[src/rtl/lifo_stack.sv]
// ---------------------------------------------------------------------------
// lifo_stack
//
// Purpose : Last-in-first-out word store with registered read data and a
//           sticky error flag for rejected operations (overflow, underflow,
//           or a push and a pop requested in the same cycle).
//
// Configuration macro:
//   LIFO_STACK_EDGE_OPS_EN  defined   -> a request is a 0->1 transition of
//                                        push/pop (one operation per assertion)
//                           undefined -> a request is every cycle push/pop is 1
//
// Ports:
//   clk       in   rising-edge clock for all state
//   reset     in   asynchronous, active-high reset
//   push      in   push request
//   pop       in   pop request
//   data_in   in   [DATA_WIDTH] word written on an accepted push
//   data_out  out  [DATA_WIDTH] registered, most recently popped word
//   error     out  registered, set by a rejected request, cleared by an
//                  accepted one, held otherwise
// ---------------------------------------------------------------------------
module lifo_stack #(
    parameter int DATA_WIDTH = 8,
    parameter int DEPTH      = 16
) (
    input  logic                  clk,
    input  logic                  reset,
    input  logic                  push,
    input  logic                  pop,
    input  logic [DATA_WIDTH-1:0] data_in,
    output logic [DATA_WIDTH-1:0] data_out,
    output logic                  error
);

    localparam int ADDR_W  = $clog2(DEPTH);
    // One extra bit so the count can represent DEPTH itself (full).
    localparam int COUNT_W = $clog2(DEPTH + 1);
    localparam logic [COUNT_W-1:0] FULL_COUNT = COUNT_W'(DEPTH);

    generate
        if (DEPTH < 2 || (DEPTH & (DEPTH - 1)) != 0) begin : g_bad_depth
            $error("lifo_stack: DEPTH must be a power of two and at least 2");
        end
    endgenerate

    logic [DATA_WIDTH-1:0] mem [DEPTH];
    logic [COUNT_W-1:0]    count;

    logic push_req;
    logic pop_req;

`ifdef LIFO_STACK_EDGE_OPS_EN
    // Previous-cycle samples of the request inputs; a request is a rising
    // edge, so holding an input high performs exactly one operation.
    logic push_q;
    logic pop_q;

    always_ff @(posedge clk or posedge reset) begin
        if (reset) begin
            push_q <= 1'b0;
            pop_q  <= 1'b0;
        end else begin
            push_q <= push;
            pop_q  <= pop;
        end
    end

    assign push_req = push & ~push_q;
    assign pop_req  = pop  & ~pop_q;
`else
    assign push_req = push;
    assign pop_req  = pop;
`endif

    logic full;
    logic empty;
    logic push_ok;
    logic pop_ok;
    logic rejected;

    assign full    = (count == FULL_COUNT);
    assign empty   = (count == '0);
    // Simultaneous push and pop is a conflict: neither side is accepted.
    assign push_ok = push_req & ~pop_req & ~full;
    assign pop_ok  = pop_req  & ~push_req & ~empty;
    assign rejected = (push_req | pop_req) & ~push_ok & ~pop_ok;

    logic [ADDR_W-1:0] wr_idx;
    logic [ADDR_W-1:0] rd_idx;

    // When count < DEPTH, its low bits address the next free entry; when
    // count > 0, count-1 addresses the top of stack.
    assign wr_idx = ADDR_W'(count);
    assign rd_idx = ADDR_W'(count - COUNT_W'(1));

    // NOTE: storage has no reset; emptiness is tracked by count alone, so the
    // array maps onto plain RAM without a per-entry clear network.
    always_ff @(posedge clk) begin
        if (push_ok) begin
            mem[wr_idx] <= data_in;
        end
    end

    // NOTE: all sequential state uses non-blocking assignments so every
    // register samples the pre-edge values of the others.
    always_ff @(posedge clk or posedge reset) begin
        if (reset) begin
            count    <= '0;
            data_out <= '0;
            error    <= 1'b0;
        end else begin
            if (push_ok) begin
                count <= count + COUNT_W'(1);
                error <= 1'b0;
            end else if (pop_ok) begin
                count    <= count - COUNT_W'(1);
                data_out <= mem[rd_idx];
                error    <= 1'b0;
            end else if (rejected) begin
                error <= 1'b1;
            end
        end
    end

endmodule

[config.mk]
export PLATFORM = sky130hd
export DESIGN_NAME = lifo_stack
export DESIGN_NICKNAME = d
export VERILOG_FILES = /design/src/rtl/lifo_stack.sv
export SDC_FILE = /design/constraint.sdc
export NUM_CORES = 1
export LEC_CHECK = 0
export BUFFER_PORTS_ARGS = -buffer_cell sky130_fd_sc_hd__clkbuf_2
export CAP_MARGIN = 20
export CORE_ASPECT_RATIO = 0.9
export CORE_MARGIN = 2
export CORE_UTILIZATION = 57
export CTS_BUF_LIST = sky130_fd_sc_hd__clkbuf_16
export DETAILED_ROUTE_END_ITERATION = 12
export PLACE_DENSITY = 0.74
export SLEW_MARGIN = 10
export SYNTH_ARGS = -nofsm -noshare
export SYNTH_HDL_FRONTEND = slang
export SYNTH_SLANG_ARGS = --single-unit
[constraint.sdc]
create_clock -name clk -period 3 [get_ports clk]
set_input_delay 0.6 -clock clk [delete_from_list [all_inputs] [get_ports clk]]
set_output_delay 0.6 -clock clk [all_outputs]
set_load 0.005 [all_outputs]
== After elaboration in Yosys (flattened, before gate mapping) ==
Memories as Yosys holds them, arrays and structs flattened. A register that Yosys moved wholly into a read port is not among the register bits.
Cells that the tools add are included.
Operators by class
  eq/ne operators: 1
  add/subtract/negate cells: 2
  reduce and logical (&&, ||, !) cells: 4
  bitwise gates (word level): 13
  muxes and demuxes: 7
Operators by type and width (count)
  $mux 5: 2
  $and 1x1->1: 6
  $not 1->1: 6
  $add 5x1->5 const B: 1
  $eq 5x5->1 const B: 1
  $logic_not 5->1: 1
  $mux 1: 5
  $sub 5x1->5 const B: 1
  $reduce_bool 3->1: 1
  $reduce_and 2->1: 1
  $reduce_bool 2->1: 1
  $or 1x1->1: 1
Word-level totals
  output and inout port bits: 9
  register bits after elaboration: 6
  memories: 1
  word-level logic and storage cells: 30
  bits in writable memories: 128
Memory list
  mem: depth 16, bits a word 8, read ports 1, clocked after memory_dff 1, wr ports 1, line 47  | logic [DATA_WIDTH-1:0] mem [DEPTH];

== Longest topological paths before layout ==
  word-level depth: 9
  depth in mapped cells: 9
  gate-level depth less buffers: 7

== Least setup slack after synthesis ==
Ideal clock, no wire load.
  path kind: flip-flop to flip-flop
  from: register count[0]
  to: register data_out[0] (read register of mem)
  clock period less this slack: 2255 ps
  library setup time: 121 ps
  stages on the path, launching flop included: 10
  path buffers: 3
  arrival time: 2134 ps
  setup slack: 745 ps
  cell sequence: dfrtp_1 -> buf_2 -> inv_1 -> ha_1 -> buf_2 -> buf_1 -> mux2i_1 -> a22oi_1 -> a32oi_1 -> nand2_1
Between the ends
  word-level cells in the longest chain between the ends: 5
  elaborated cells on any way between the ends: 9
Ends and longest elaborated chain
  from (decl): line 48  | logic [COUNT_W-1:0] count;
  from (signal assigned): line 114  | count <= count + COUNT_W'(1);
  from (signal assigned): line 117  | count <= count - COUNT_W'(1);
  $eq 5x5->1: line 82  | assign full = (count == FULL_COUNT);
  $not 1->1: line 85  | assign push_ok = push_req & ~pop_req & ~full;
  $and 1x1->1: line 85
  $not 1->1 (no line)
  $reduce_and 2->1 (no line)
  to (decl): line 32  | output logic [DATA_WIDTH-1:0] data_out,
Several ways; a longest one is shown, not always the timed one.
A chain may end at the register's enable or synchronous reset.

== Final worst setup path ==
  from: register count[1]
  to: register data_out[2] (read register of mem)
The elaborated chain is that of the path after synthesis.

==> results_dict.tcl <==
set metrics [dict create \
    synthArstFlopShare_pct 9.86 \
    hold_path_class "in2async" \
    fp.dieArea_sq_um 10900 \
    finalMaxSlewViolations 0 \
    antenna_left 0 \
    grt_pass1_wl_mm 19.7 \
    cts.sinks 142 \
    ys_types 36 \
    peakVddDrop_v 0.000811 \
    period_needed_ns 2.54 \
    seqPwrFrac_pct 35.5 \
    die_w_microns 110 \
    finalSetupViolations 0 \
    ys_seq_area_share_pct 73.1 \
    avgSynthCellArea_sq_um 15.3 \
    endpoint_kind "register" \
    root_buffer "clkbuf_16" \
    cp_data_required_time_ns 3.29 \
    finalHoldViolCount 0 \
    place.gp.congestion 0.921 \
    groute.usage.overall_pct 25.8 \
    area_growth_pct 14.8 \
    place_inst 519 \
    p_int_mw 4.54 \
    drc 0 \
    cts_tree "done" \
    grt_max_degree 24 \
    p_clk_share_pct 29.4 \
    n_antenna_cell 0 \
    path_clk_slew_ns 0.06 \
    ys_warn_count 0 \
    hold_slack_ns 0.240 \
    synth_common_cells "128 x edfxtp_1, 66 x nand2_1, 37 x mux2i_1" \
    synth_flop_cell "edfxtp_1" \
    vias_per_cell 6.10 \
    pin_count 21 \
    power_frac_comb_pct 35.2 \
    cts_hold_buf 0 \
    drive_above_1_share_pct 16.7 \
    cp_data_arrival_time_ns 2.83 \
    fp-row-count 34 \
    post-dp-hpwl_mm 7.94 \
    dp_slack_ns 0.507 \
    p_leak_nw 2.39 \
    cts_resized 0 \
    clock_path_buffers 2 \
    switching_share_pct 35.2 \
    dpl_cell_area_sq_um 6000 \
    syn-num-nets 393 \
    total_power_mw 7.00 \
    routed-via-count 3361 \
    p_switching_mw 2.46 \
    die_h_microns 99.2 \
    grt_overflow 0 \
    worst_setup_path_start_kind "register" \
    timing.final.ws_setup_ns 0.461 \
    fin_setup_tns_ns 0 \
    synth_area_leader_cell "edfxtp_1" \
    syn_inst 376 \
    routed_wirelength_mm 12.6 \
    fin_crit_sh_pct 84.6 \
    postCtsSetupRepairBufs 0 \
    status "complete, no violations" \
    netlist.area_leader.share_pct 67.0 \
    design_area_sq_um 6590 \
    synthTopCellsByArea "edfxtp_1 67%, mux2i_1 6.5%, dfrtp_1 6.1%" \
    cts_buffers 17 \
    grt_antenna_before_repair 0 \
    finalClockSkew_ns 0.00927 \
    critPathMaxFanout 20 \
    utilization_pct 67.6 \
    final_nets 429 \
    insertion_delay_ns 0.42 \
    maxCapViolCount 0 \
    dr.first_iter.drc_count 417 \
    wl_per_cell_microns 22.9 \
    rsz0062_at_grt "no" \
    power.density_nw_per_um2 1060 \
    start_util_pct 58.9 \
    synth-edff-count 128 \
    fmax_mhz 394 \
    yosys_register_bits 142 \
    crit_type "reg2reg" \
    grt_pass1_vias 3324 \
    io_buffer_count 20 \
    maxSlewHeadroom_pct 50.9 \
    dr.pass1.iters 5 \
    cts_max_level 4 \
    syn-cell-area_sq_um 5740 \
    design.core.area_sq_um 9740 \
    yosysMostFrequentCell "edfxtp_1" \
    fin_cells 551 \
    tightest_slew_ns 0.734 \
]
state kept, by name, indices dropped and copies added, names as in the netlist:
name and count:
count 5, data_out 8, error 1, mem 128
metal layers:
| metal | vias up | global-route usage, % | part of all wire (%) |
|---|---|---|---|
| li1 | 1496 | - | - |
| met1 | 1671 | 40.9 | 45 |
| met2 | 169 | 34.1 | 44 |
| met3 | 25 | 5.70 | 8.5 |
| met4 | 0 | 12.3 | 3.2 |
| met5 | - | 0 | 0 |
critical path, stage by stage, from the launching register on:
cell	delay, ns
dfrtp_1	0.45
inv_1	0.13
ha_2	0.72
buf_12	0.25
mux2i_1	0.24
a22oi_1	0.13
a32oi_1	0.35
nand2_1	0.10
cell usage in the layout (no fill, tap or decap), drive strengths merged, types with 4 or more instances in the layout:
master and n:
nand2 66, xnor2 4, inv 5, nand3 17
clkbuf 37, a32oi 15, edfxtp 128, dfrtp 14
buf 12, mux2i 37, nand4 8, clkinv 7
ha 5, nor2 26, a22oi 15
path summary, 6_finish.rpt:
check	slack, ns	from	depth (start not counted)	endpoint
setup / recovery	0.46	count[1]	7	data_out[2]
hold / removal	0.24	reset	2	count[2]
setup reg to reg	0.46	count[1]	7	data_out[2]
hold reg to reg	0.49	error	1	error
max in group asynchronous	2.34	reset	2	data_out[4]
min in group clk	0.49	error	1	error
cell families (layout without fill, tap and decap cells):
kind of cell | after synthesis | in the layout | share of synthesized area, %
flip-flops | 142 | 142 | 73.1
XOR/XNOR | 7 | 7 | 1.53
buffers and inverters | 18 | 67 | 1.83
AO/OA/AOI/OAI | 36 | 36 | 5.04
AND/OR/NAND/NOR | 129 | 129 | 10.1
adder cells (fa/ha/maj) | 5 | 5 | 1.09
multiplexers | 39 | 39 | 7.24
power by group through the flow:
stage	clock network, mW	logic, mW	registers [mW]
2_1_floorplan	0	1.80	2.45
3_3_place_gp	0	2.37	2.51
3_5_place_dp	0	2.40	2.52
4_1_cts	2.07	2.43	2.48
5_1_grt	2.15	2.66	2.50
6_report	2.06	2.46	2.48
final cells by class:
| class | count | area [sq um] |
|---|---|---|
| clock buffers | 17 | 425 |
| clock inverters | 15 | 155 |
| fillers | 650 | 3160 |
| inverters | 3 | 11.3 |
| multi-input cells | 216 | 1440 |
| flip-flops and latches | 142 | 4190 |
| well taps | 126 | 158 |
| repair buffers | 32 | 203 |
(Power assumes the default switching activity.)
